--- src/rtl/pipe_ctrl_pkg.sv ---
// pipe_pkg: shared pc_sel codes, FSM states and Beta opcode/instruction constants.
package pipe_pkg;
  typedef enum logic [2:0] {
    PC_4     = 3'd0,
    PC_OFF   = 3'd1,
    PC_JMP   = 3'd2,
    PC_ILLOP = 3'd3,
    PC_XADR  = 3'd4,
    PC_RESET = 3'd5
  } pcsel_t;
  typedef enum logic [1:0] {BOOT, RUN, IRQ_WAIT} ctrl_state_t;
  localparam logic [5:0] OP_LD  = 6'h18;
  localparam logic [5:0] OP_ST  = 6'h19;
  localparam logic [5:0] OP_JMP = 6'h1B;
  localparam logic [5:0] OP_BEQ = 6'h1C;
  localparam logic [5:0] OP_BNE = 6'h1D;
  localparam logic [5:0] OP_LDR = 6'h1F;
  localparam logic [31:0] NOP    = 32'h83fff800;
  localparam logic [31:0] BNE_XP = 32'h77df0000;
  function automatic logic is_xfer(input logic [5:0] op);
    return op == OP_JMP || op == OP_BEQ || op == OP_BNE;
  endfunction
  function automatic logic is_mem(input logic [5:0] op);
    return op == OP_LD || op == OP_ST || op == OP_LDR;
  endfunction
endpackage

--- src/rtl/pipe_ctrl_if.sv ---
// pipe_ctrl_if: RF-stage hazard/control inputs and pipeline control outputs of the sequencer.
interface pipe_ctrl_if;
  import pipe_pkg::*;
  logic stall, bt, jt, RF_exp, mem_busy, irq, sup;
  pcsel_t pc_sel;
  logic if_en, rf_en, alu_en, mem_en, wb_en, annul_IF, irq_inject, irq_ack;
  modport master (
    output stall, bt, jt, RF_exp, mem_busy, irq, sup,
    input  pc_sel, if_en, rf_en, alu_en, mem_en, wb_en, annul_IF, irq_inject, irq_ack
  );
  modport slave (
    input  stall, bt, jt, RF_exp, mem_busy, irq, sup,
    output pc_sel, if_en, rf_en, alu_en, mem_en, wb_en, annul_IF, irq_inject, irq_ack
  );
endinterface

--- src/rtl/pipe_ctrl_sync_ff.sv ---
// sync_ff: N-deep level synchronizer with synchronous active-high reset.
module sync_ff #(
  parameter int N = 2
) (
  input  logic clk,
  input  logic rst,
  input  logic i_d,
  output logic o_q
);
  logic [N-1:0] r_q;
  always_ff @(posedge clk) begin
    if (rst) r_q <= '0;
    else begin
      r_q[0] <= i_d;
      for (int k = 1; k < N; k++) r_q[k] <= r_q[k-1];
    end
  end
  assign o_q = r_q[N-1];
endmodule

--- src/rtl/pipe_ctrl.sv ---
// pipe_ctrl: Beta 5-stage pipeline sequencer; PIPE_CTRL_PERF_EN adds performance counters.
module pipe_ctrl
  import pipe_pkg::*;
#(
  parameter int IRQ_SYNC = 2,
  parameter int CNT_W    = 32
) (
  input logic clk,
  input logic rst,
  pipe_ctrl_if.slave bus
`ifdef PIPE_CTRL_PERF_EN
  , output logic [CNT_W-1:0] cyc_cnt
  , output logic [CNT_W-1:0] stall_cnt
  , output logic [CNT_W-1:0] flush_cnt
  , output logic [CNT_W-1:0] irq_cnt
`endif
);
  ctrl_state_t r_state, w_next;
  logic w_irq_s, w_take;
  sync_ff #(.N(IRQ_SYNC)) u_irq_sync (
    .clk (clk),
    .rst (rst),
    .i_d (bus.irq),
    .o_q (w_irq_s)
  );
  // a branch/jump in RF defers the interrupt so XP captures the right resume PC
  assign w_take = r_state == RUN && w_irq_s && !bus.sup && !bus.bt && !bus.jt;
  always_ff @(posedge clk) begin
    if (rst) r_state <= BOOT;
    else r_state <= w_next;
  end
  always_comb begin
    w_next         = r_state;
    bus.pc_sel     = PC_4;
    bus.if_en      = 1'b1;
    bus.rf_en      = 1'b1;
    bus.alu_en     = 1'b1;
    bus.mem_en     = 1'b1;
    bus.wb_en      = 1'b1;
    bus.annul_IF   = 1'b0;
    bus.irq_inject = 1'b0;
    bus.irq_ack    = 1'b0;
    if (r_state == BOOT) begin
      bus.pc_sel   = PC_RESET;
      bus.annul_IF = 1'b1;
      w_next       = RUN;
    end else if (bus.mem_busy) begin
      {bus.if_en, bus.rf_en, bus.alu_en, bus.mem_en, bus.wb_en} = 5'b0;
    end else begin
      if (r_state == IRQ_WAIT && bus.sup) w_next = RUN;
      if (bus.stall) bus.if_en = 1'b0;
      else if (bus.RF_exp) begin
        bus.pc_sel   = PC_ILLOP;
        bus.annul_IF = 1'b1;
      end else if (w_take) begin
        bus.pc_sel     = PC_XADR;
        bus.annul_IF   = 1'b1;
        bus.irq_inject = 1'b1;
        bus.irq_ack    = 1'b1;
        w_next         = IRQ_WAIT;
      end else if (bus.bt || bus.jt) begin
        bus.pc_sel   = bus.bt ? PC_OFF : PC_JMP;
        bus.annul_IF = 1'b1;
      end
    end
  end
`ifdef PIPE_CTRL_PERF_EN
  always_ff @(posedge clk) begin
    if (rst) begin
      cyc_cnt   <= '0;
      stall_cnt <= '0;
      flush_cnt <= '0;
      irq_cnt   <= '0;
    end else if (r_state != BOOT) begin
      cyc_cnt   <= cyc_cnt + 1'b1;
      stall_cnt <= stall_cnt + CNT_W'(bus.mem_busy || bus.stall);
      flush_cnt <= flush_cnt + CNT_W'(bus.annul_IF);
      irq_cnt   <= irq_cnt + CNT_W'(bus.irq_ack);
    end
  end
`endif
endmodule

--- src/flat_wrapper.sv ---
// flat-port wrapper written by rule: the top's interface ports become plain ports
module pipe_ctrl_flat import pipe_pkg::*;
#(
  parameter int IRQ_SYNC = 2,
  parameter int CNT_W    = 32
)
  (clk, rst, bus_stall, bus_bt, bus_jt, bus_RF_exp, bus_mem_busy, bus_irq, bus_sup, bus_pc_sel, bus_if_en, bus_rf_en, bus_alu_en, bus_mem_en, bus_wb_en, bus_annul_IF, bus_irq_inject, bus_irq_ack);
  pipe_ctrl_if bus_i ();
  input logic clk;
  input logic rst;
  input wire logic [$bits(bus_i.stall)-1:0] bus_stall;
  input wire logic [$bits(bus_i.bt)-1:0] bus_bt;
  input wire logic [$bits(bus_i.jt)-1:0] bus_jt;
  input wire logic [$bits(bus_i.RF_exp)-1:0] bus_RF_exp;
  input wire logic [$bits(bus_i.mem_busy)-1:0] bus_mem_busy;
  input wire logic [$bits(bus_i.irq)-1:0] bus_irq;
  input wire logic [$bits(bus_i.sup)-1:0] bus_sup;
  output wire logic [$bits(bus_i.pc_sel)-1:0] bus_pc_sel;
  output wire logic [$bits(bus_i.if_en)-1:0] bus_if_en;
  output wire logic [$bits(bus_i.rf_en)-1:0] bus_rf_en;
  output wire logic [$bits(bus_i.alu_en)-1:0] bus_alu_en;
  output wire logic [$bits(bus_i.mem_en)-1:0] bus_mem_en;
  output wire logic [$bits(bus_i.wb_en)-1:0] bus_wb_en;
  output wire logic [$bits(bus_i.annul_IF)-1:0] bus_annul_IF;
  output wire logic [$bits(bus_i.irq_inject)-1:0] bus_irq_inject;
  output wire logic [$bits(bus_i.irq_ack)-1:0] bus_irq_ack;
  assign bus_i.stall = bus_stall;
  assign bus_i.bt = bus_bt;
  assign bus_i.jt = bus_jt;
  assign bus_i.RF_exp = bus_RF_exp;
  assign bus_i.mem_busy = bus_mem_busy;
  assign bus_i.irq = bus_irq;
  assign bus_i.sup = bus_sup;
  assign bus_pc_sel = bus_i.pc_sel;
  assign bus_if_en = bus_i.if_en;
  assign bus_rf_en = bus_i.rf_en;
  assign bus_alu_en = bus_i.alu_en;
  assign bus_mem_en = bus_i.mem_en;
  assign bus_wb_en = bus_i.wb_en;
  assign bus_annul_IF = bus_i.annul_IF;
  assign bus_irq_inject = bus_i.irq_inject;
  assign bus_irq_ack = bus_i.irq_ack;
  pipe_ctrl #(.IRQ_SYNC(IRQ_SYNC), .CNT_W(CNT_W)) u_core (.clk(clk), .rst(rst), .bus(bus_i));
endmodule
--- config.mk ---
export PLATFORM = sky130hd
export DESIGN_NAME = pipe_ctrl_flat
export DESIGN_NICKNAME = d
export VERILOG_FILES = /design/src/rtl/pipe_ctrl_pkg.sv /design/src/rtl/pipe_ctrl_if.sv /design/src/rtl/pipe_ctrl_sync_ff.sv /design/src/rtl/pipe_ctrl.sv /design/src/flat_wrapper.sv
export SDC_FILE = /design/constraint.sdc
export NUM_CORES = 1
export LEC_CHECK = 0
export ABC_AREA = 1
export CAP_MARGIN = 5
export CORE_AREA = 4 4 41 43
export DETAILED_ROUTE_END_ITERATION = 7
export DIE_AREA = 0 0 45 47
export GPL_TIMING_DRIVEN = 0
export SLEW_MARGIN = 30
export SYNTH_ARGS = -nofsm -noshare
export SYNTH_HDL_FRONTEND = slang
export SYNTH_SLANG_ARGS = --single-unit
--- constraint.sdc ---
create_clock -name clk -period 1.4 [get_ports clk]
set_clock_uncertainty 0.05 [all_clocks]
set_input_delay 0.35 -clock clk [delete_from_list [all_inputs] [get_ports clk]]
set_output_delay 0.35 -clock clk [all_outputs]
set_load 0.02 [all_outputs]
==> impl_metrics.json, run 1 <==
{
  "yosys_most_used_dff": "dfxtp_1",
  "setup_ws_ns": -0.140,
  "synth_warnings": 0,
  "track_usage_pct": 7.10,
  "syn_to_final_growth_pct": 96.6,
  "fp.dieH_um": 47,
  "fp.coreArea_sq_um": 1300,
  "synth-async-reset-ratio_pct": 0,
  "cts_sinks": 4,
  "seq_area_frac_synth_pct": 27.0,
  "yosysUniqueCellTypes": 16,
  "avgSynthCellArea_sq_um": 6.45,
  "violations": "setup timing",
  "power_density_nw_per_um2": 653,
  "clockBufferDepth": 2,
  "fin_tns_setup_ns": -0.885,
  "stdcell_count": 86,
  "syn_area_sq_um": 297,
  "vias": 333,
  "holdWs_ns": 0.348,
  "viasPerCell": 3.87,
  "crit_path_end_kind": "output port",
  "synth_top_area_share_pct": 27.0,
  "rows": 13,
  "io_buffers": 19,
  "p_leak_nw": 0.283,
  "grt_pass1_vias": 296,
  "power.total_mw": 0.381,
  "cts_tree": "done",
  "drc": 0,
  "start_kind": "flop",
  "ys_top_cells_by_count": "9 x inv_1, 7 x nand2_1, 6 x nor2_1",
  "detail-route-antenna-nets": 0,
  "fp.dieW_um": 45,
  "routed_wl_um": 706,
  "ctsHtreeMaxLevel": 1,
  "grt_max_degree": 5,
  "ctsRootBufferMaster": "clkbuf_4",
  "min-delay-path-class": "flop to flop",
  "worstPathArrival_ns": 1.14,
  "drive_above_1_share_pct": 63.4,
  "cts.reportedPaths.clkPinSlew_ns": 0.04,
  "tightest_slew_ns": 0.162,
  "finalHoldViolCount": 0,
  "grt-ovfl-total": 0,
  "synth_edf_count": 0,
  "grt_pass1_wl_um": 1070,
  "final-max-slew-violation-count": 0,
  "firstDrtPassIters": 1,
  "syn_inst": 46,
  "place_inst": 80,
  "final_cell_area_sq_um": 583,
  "yosysMostFrequentCell": "inv_1",
  "post_drt_wl_per_cell_um": 8.21,
  "place_congestion": 0.640,
  "drtIter0Drc": 0,
  "post-dp-hpwl_um": 567,
  "setup_violations": 10,
  "max_freq_ghz": 0.649,
  "status": "finished, violations left",
  "n_antenna_cell": 0,
  "start_util_pct": 22.8,
  "synthesis.nets": 55,
  "fin_nets": 82,
  "required_ns": 1.00,
  "crit_fanout": 3,
  "slew_headroom_pct": 89.2,
  "synthTopCellsByArea": "dfxtp_1 27%, inv_1 11%, buf_4 10%, nand2_1 8.9%, nor2_2 8.4%",
  "vdd_ir_drop_max_mv": 0.386,
  "cts_hold_buffers": 0,
  "io_pins": 20,
  "numCtsBuffers": 3,
  "cap_violations": 0,
  "finalCriticalPeriod_ns": 1.54,
  "antenna_found_initial": 0,
  "place_area_sq_um": 514,
  "path_class": "flop to output port",
  "ys_ff_latch": 4,
  "die_area_sq_um": 2120,
  "post-route-period-util_pct": 110,
  "rsz0062_at_grt": "true",
  "clk_latency_ns": 0.23,
  "synth_top_area_cell": "dfxtp_1"
}
## cells by family (layout without fill, tap and decap cells)
logic type | after synthesis | after routing | share of synthesized area [%]
and+or+nand+nor | 24 | 24 | 43.0
buffers and inverters | 15 | 40 | 24.0
AOI/OAI and AO/OA | 3 | 3 | 5.90
DFF | 4 | 4 | 27.0
## placed cells by master, fill, tap and decap left out, drive strengths merged
cell type	Yosys	final
dlygate4sd2	0	1
clkdlybuf4s15	0	3
o21ai	1	1
nand3	2	2
clkinv	1	1
a21boi	1	1
inv	10	10
clkbuf	0	4
nand2	8	8
a21oi	1	1
buf	4	19
dfxtp	4	4
clkdlybuf4s50	0	2
nor2	12	12
nor3	2	2
## sequential cells by signal, indices dropped and copies added, names as in the netlist
name,cells
u_core.u_irq_sync.r_q,2
u_core.r_state,2
## routing by layer
layer	routed length (um)	share of wire, %	track usage [%]
met5	0	0	0
met4	0	0	7.02
met3	101	14	1.92
met2	370	52	11.9
met1	235	33	7.03
## worst max-delay path, stage by stage, from the launching register on
cell and delay, ns:
dfxtp_4 0.35, nor2_4 0.13, inv_2 0.06, nand2_2 0.07, a21boi_2 0.15, buf_4 0.15
## stage by stage
step	setup slack, ns	util, %
CTS	-0.166	42.9
detailed placement	-0.939	39.5
global placement	-0.947	39.5
global route	-0.223	44.8
floorplan	0.0342	-
finish	-0.140	44.8
## worst paths after layout
| kind | startpoint | to | slack [ns] | depth (start not counted) |
|---|---|---|---|---|
| max reg2reg | u_core.r_state[1]$_SDFFE_PP0N_ | u_core.r_state[1]$_SDFFE_PP0N_ | 0.37 | 6 |
| min | u_core.u_irq_sync.r_q[0]$_SDFF_PP0_ | u_core.u_irq_sync.r_q[1]$_SDFF_PP0_ | 0.35 | 2 |
| max | u_core.r_state[0]$_SDFFE_PP0P_ | bus_pc_sel[0] | -0.14 | 5 |
| min reg2reg | u_core.u_irq_sync.r_q[0]$_SDFF_PP0_ | u_core.u_irq_sync.r_q[1]$_SDFF_PP0_ | 0.35 | 2 |
## timing repair
action                                  4_1_cts  5_1_grt
resized for setup                            80       10
setup buffers                                 2        1
pin swaps                                     8        8
endpoints found under the setup margin       11       11
## final cells by class
class	count	area, sq um
Multi-Input combinational cell	27	189
Buffer	4	33.8
Inverter	11	42.5
Clock buffer	3	22.5
Timing Repair Buffer	22	189
Fill cell	154	718
Sequential cell	4	87.6
Tap cell	15	18.8
## report_power, final
part	switching [mW]	internal, mW
logic	0.0604	0.0590
clock network	0.0462	0.0958
registers	0.00298	0.116
Power figures use the tool's default switching activity.
==> run 2, diff against run 1 <==
clock period = 1.3 ns   (was 1.4 ns; I/O delays follow)
==> impl_metrics.json, run 2 (same netlist as run 1, synthesis figures left out) <==
{
  "fin_tns_setup_ns": -1.91,
  "track_usage_pct": 7.98,
  "fp.dieH_um": 47,
  "cts.reportedPaths.clkPinSlew_ns": 0.04,
  "fp.coreArea_sq_um": 1300,
  "drive_above_1_share_pct": 61.6,
  "finalHoldViolCount": 0,
  "post-dp-hpwl_um": 563,
  "n_antenna_cell": 0,
  "start_kind": "flop",
  "crit_path_end_kind": "output port",
  "fin_nets": 84,
  "path_class": "flop to output port",
  "fp.dieW_um": 45,
  "max_freq_ghz": 0.650,
  "ctsHtreeMaxLevel": 1,
  "final_cell_area_sq_um": 608,
  "numCtsBuffers": 3,
  "crit_fanout": 3,
  "grt_max_degree": 5,
  "post-route-period-util_pct": 118,
  "p_leak_nw": 0.300,
  "viasPerCell": 4.00,
  "violations": "setup timing",
  "clk_latency_ns": 0.23,
  "antenna_found_initial": 0,
  "holdWs_ns": 0.346,
  "grt-ovfl-total": 0,
  "start_util_pct": 22.8,
  "clockBufferDepth": 2,
  "r2r_start": "u_core.r_state[0]$_SDFFE_PP0P_",
  "drc": 0,
  "cts_hold_buffers": 0,
  "worstPathArrival_ns": 1.16,
  "mostFrequentLayoutCells": "12 x buf_4, 8 x inv_1, 7 x buf_6",
  "tightest_slew_ns": 0.186,
  "power.total_mw": 0.417,
  "required_ns": 0.93,
  "rsz0062_at_grt": "true",
  "final_core_util_pct": 46.7,
  "vias": 352,
  "detail-route-antenna-nets": 0,
  "grt_pass1_wl_um": 1190,
  "post_drt_wl_per_cell_um": 9.24,
  "cts_tree": "done",
  "power_density_nw_per_um2": 686,
  "setup_violations": 11,
  "place_inst": 80,
  "vdd_ir_drop_max_mv": 0.524,
  "routed_wl_um": 813,
  "layout_commonest_cell": "buf_4",
  "ctsRootBufferMaster": "clkbuf_4",
  "path_cells": "nor2_4 -> inv_2 -> nand2_2 -> a21boi_2 -> buf_4",
  "reg2reg_depth": 6,
  "firstDrtPassIters": 3,
  "setup_ws_ns": -0.240,
  "multi_input_area_sq_um": 189,
  "hold_path.startpoint": "u_core.u_irq_sync.r_q[0]$_SDFF_PP0_",
  "rows": 13,
  "die_area_sq_um": 2120,
  "drtIter0Drc": 7,
  "io_pins": 20,
  "place_area_sq_um": 518,
  "reg_top3": "u_core.r_state x2, u_core.u_irq_sync.r_q x2",
  "hold_end": "u_core.u_irq_sync.r_q[1]$_SDFF_PP0_",
  "final.fill_count": 149,
  "status": "finished, violations left",
  "grt_pass1_vias": 322,
  "critPathMaxStageDelay_ns": 0.35,
  "io_buffers": 19,
  "place_congestion": 0.676,
  "stdcell_count": 88,
  "post-place-ws_ns": -0.998,
  "cap_violations": 0,
  "regArea_sq_um": 87.6,
  "hold_depth": 2,
  "syn_to_final_growth_pct": 105,
  "regToRegSetupSlack_ns": 0.26,
  "min-delay-path-class": "flop to flop",
  "finalCriticalPeriod_ns": 1.54,
  "cpMaxStageDelayCell": "dfxtp_4",
  "final-max-slew-violation-count": 0,
  "r2r-end": "u_core.r_state[0]$_SDFFE_PP0P_",
  "cts_sinks": 4,
  "slew_headroom_pct": 87.5
}
## run 2: power by group
group	switching (mW)	total, mW	internal (mW)
combinational	0.0694	0.139	0.0698
clock	0.0464	0.149	0.103
sequential	0.00335	0.129	0.125
## run 2: how the worst max path moves through the flow
stage                                              start             end  slack (ns)  cells after the start
after CTS                 u_core.r_state[1]$_SDFFE_PP0N_  bus_irq_inject       -0.24                      5
final                     u_core.r_state[0]$_SDFFE_PP0P_   bus_pc_sel[0]       -0.24                      5
after global routing      u_core.r_state[0]$_SDFFE_PP0P_   bus_pc_sel[0]       -0.30                      5
after floorplan           u_core.r_state[0]$_SDFFE_PP0P_   bus_pc_sel[0]       -0.02                      4
after detailed placement                          bus_jt  bus_irq_inject        -1.0                      6
after global placement                            bus_jt  bus_irq_inject       -1.01                      6
## run 2: layer usage
layer	up-vias	GRT usage, %	part of all wire, %
met4	0	3.51	0
met2	14	12.7	49
li1	186	-	-
met3	0	5.36	12
met1	152	8.18	39
met5	-	0	0
## run 2: what timing repair did
action	in CTS	in global routing
pin swaps	10	5
setup buffers	2	3
gates resized for setup	82	6
setup endpoints to repair	11	11
## run 2: cell type report
| cell class | instances | share of cell area, % |
|---|---|---|
| Buffer | 4 | 6.17 |
| Sequential cell | 4 | 14.4 |
| Multi-Input combinational cell | 27 | 31.1 |
| Timing Repair Buffer | 24 | 34.6 |
| Tap cell | 15 | 3.09 |
| Clock buffer | 3 | 3.70 |
| Inverter | 11 | 7.00 |
## run 2: worst max-delay path, delay by kind of cell, from the launching register on
family	cells	cell delay [ns]
AO/OA/AOI/OAI	1	0.15
flip-flops	1	0.35
AND/OR/NAND/NOR	2	0.22
buffers and inverters	2	0.22
==> run 3, diff against run 2 <==
clock period = 1.5 ns   (was 1.3 ns; I/O delays follow)
==> impl_metrics.json, run 3 (same netlist as run 1, synthesis figures left out) <==
{
  "firstDrtPassIters": 3,
  "top_layer": "met3",
  "regArea_sq_um": 85.1,
  "hold_depth": 2,
  "wl_met3_um": 109,
  "cap_violations": 0,
  "max_freq_ghz": 0.632,
  "ctsRootBufferMaster": "clkbuf_4",
  "r2r_start": "u_core.r_state[1]$_SDFFE_PP0N_",
  "grt-ovfl-total": 0,
  "path_class": "primary input to output port",
  "post-dp-hpwl_um": 569,
  "cts_tree": "done",
  "numCtsBuffers": 3,
  "status": "finished, violations left",
  "drtIter0Drc": 1,
  "tightest_slew_ns": 0.160,
  "violations": "setup timing",
  "ctsHtreeMaxLevel": 1,
  "place_congestion": 0.699,
  "rows": 13,
  "fp.dieW_um": 45,
  "p_leak_nw": 0.279,
  "io_buffers": 19,
  "post-route-period-util_pct": 105,
  "routed_wl_um": 772,
  "syn_to_final_growth_pct": 86.5,
  "power_density_nw_per_um2": 638,
  "setup_violations": 8,
  "crit_fanout": 3,
  "grt_pass1_wl_um": 1260,
  "n_antenna_cell": 0,
  "layout_commonest_cell": "buf_4",
  "wl_met2_um": 398,
  "grt_pass1_vias": 324,
  "final.fill_count": 164,
  "required_ns": 1.07,
  "drive_above_1_share_pct": 61.4,
  "fp.coreArea_sq_um": 1300,
  "start_kind": "primary input",
  "wl_met1_um": 265,
  "hold_path.startpoint": "u_core.u_irq_sync.r_q[0]$_SDFF_PP0_",
  "clk_latency_ns": 0.23,
  "finalCriticalPeriod_ns": 1.58,
  "regToRegSetupSlack_ns": 0.45,
  "reg2reg_depth": 5,
  "mostFrequentLayoutCells": "12 x buf_4, 9 x inv_1, 5 x nor2_2",
  "die_area_sq_um": 2120,
  "r2r-end": "u_core.r_state[0]$_SDFFE_PP0P_",
  "grt_max_degree": 5,
  "drc": 0,
  "fp.dieH_um": 47,
  "fin_tns_setup_ns": -0.287,
  "hold_end": "u_core.u_irq_sync.r_q[1]$_SDFF_PP0_",
  "cts_hold_buffers": 0,
  "min-delay-path-class": "flop to flop",
  "finalHoldViolCount": 0,
  "place_area_sq_um": 509,
  "antenna_found_initial": 0,
  "vdd_ir_drop_max_mv": 0.374,
  "detail-route-antenna-nets": 0,
  "start_util_pct": 22.8,
  "fin_nets": 81,
  "cts.reportedPaths.clkPinSlew_ns": 0.04,
  "setup_ws_ns": -0.0824,
  "cts_sinks": 4,
  "io_pins": 20,
  "slew_headroom_pct": 89.3,
  "final-max-slew-violation-count": 0,
  "post_drt_wl_per_cell_um": 9.08,
  "clockBufferDepth": 2,
  "track_usage_pct": 8.21,
  "rsz0062_at_grt": "true",
  "worstPathArrival_ns": 1.16,
  "final_core_util_pct": 42.5,
  "multi_input_area_sq_um": 179,
  "crit_path_end_kind": "output port",
  "vias": 343,
  "viasPerCell": 4.04,
  "reg_top3": "u_core.r_state x2, u_core.u_irq_sync.r_q x2",
  "final_cell_area_sq_um": 553
}
-- run 3: cell count changes in the layout (fill, tap and decap cells not counted), moves of 2 or more --
cell,delta
buf_6,-3
nor2_4,-2
buf_2,+2
nor2_2,+2
clkdlybuf4s15_1,-2
-- run 3: how the worst max path moves through the flow --
stage	slack (ns)	cells past startpoint	end	from
5_1_grt	-0.14	5	bus_pc_sel[0]	u_core.r_state[0]$_SDFFE_PP0P_
2_1_floorplan	0.02	3	bus_pc_sel[1]	bus_mem_busy
4_1_cts	-0.10	6	bus_irq_inject	bus_sup
6_report	-0.08	6	bus_irq_inject	bus_sup
3_5_place_dp	-0.90	6	bus_irq_inject	bus_mem_busy
3_3_place_gp	-0.90	6	bus_irq_inject	bus_mem_busy
-- run 3: final cells by class --
type                    instances  area share (%)
repair buffers                 21            31.2
well taps                      15            3.39
inverters                      11            7.47
multi-input cells              27            32.4
plain buffers                   4            6.11
clock buffers                   3            4.07
flip-flops and latches          4            15.4
-- run 3: worst max-delay path, cell delays in order --
cell and delay (ns):
clkdlybuf4s15_2 0.19, nor2_2 0.15, nand3_4 0.10, nor2_4 0.13, buf_6 0.11, buf_6 0.10
-- run 3: power breakdown --
part	internal, mW	switching, mW	leakage (nW)
clock	0.0894	0.0421	0.0138
combinational	0.0527	0.0561	0.231
sequential	0.110	0.00277	0.0339
-- run 3: per-stage QoR --
| stage | power, mW | setup slack (ns) | hold WS (ns) | std cells |
|---|---|---|---|---|
| 4_1_cts | 0.353 | -0.101 | 0.354 | 84 |
| 2_1_floorplan | 0.166 | 0.0233 | 0.338 | 46 |
| 5_1_grt | 0.371 | -0.137 | 0.386 | 85 |
| 3_3_place_gp | 0.222 | -0.899 | 0.341 | 80 |
| 6_report | 0.353 | -0.0824 | 0.350 | 85 |
| 3_5_place_dp | 0.222 | -0.899 | 0.347 | 80 |
-- run 3: per-layer routing --
layer / up-vias / GRT usage, %
met5: - / 0
met4: 0 / 7.02
met3: 0 / 1.92
met2: 15 / 14.4
met1: 150 / 8.16
li1: 178 / -
-- run 3: repair_timing --
item                                    in CTS  in global routing
setup buffers                                1                  1
pin swaps                                   10                  3
endpoints found under the setup margin      11                 11
resized for setup                           80                 10
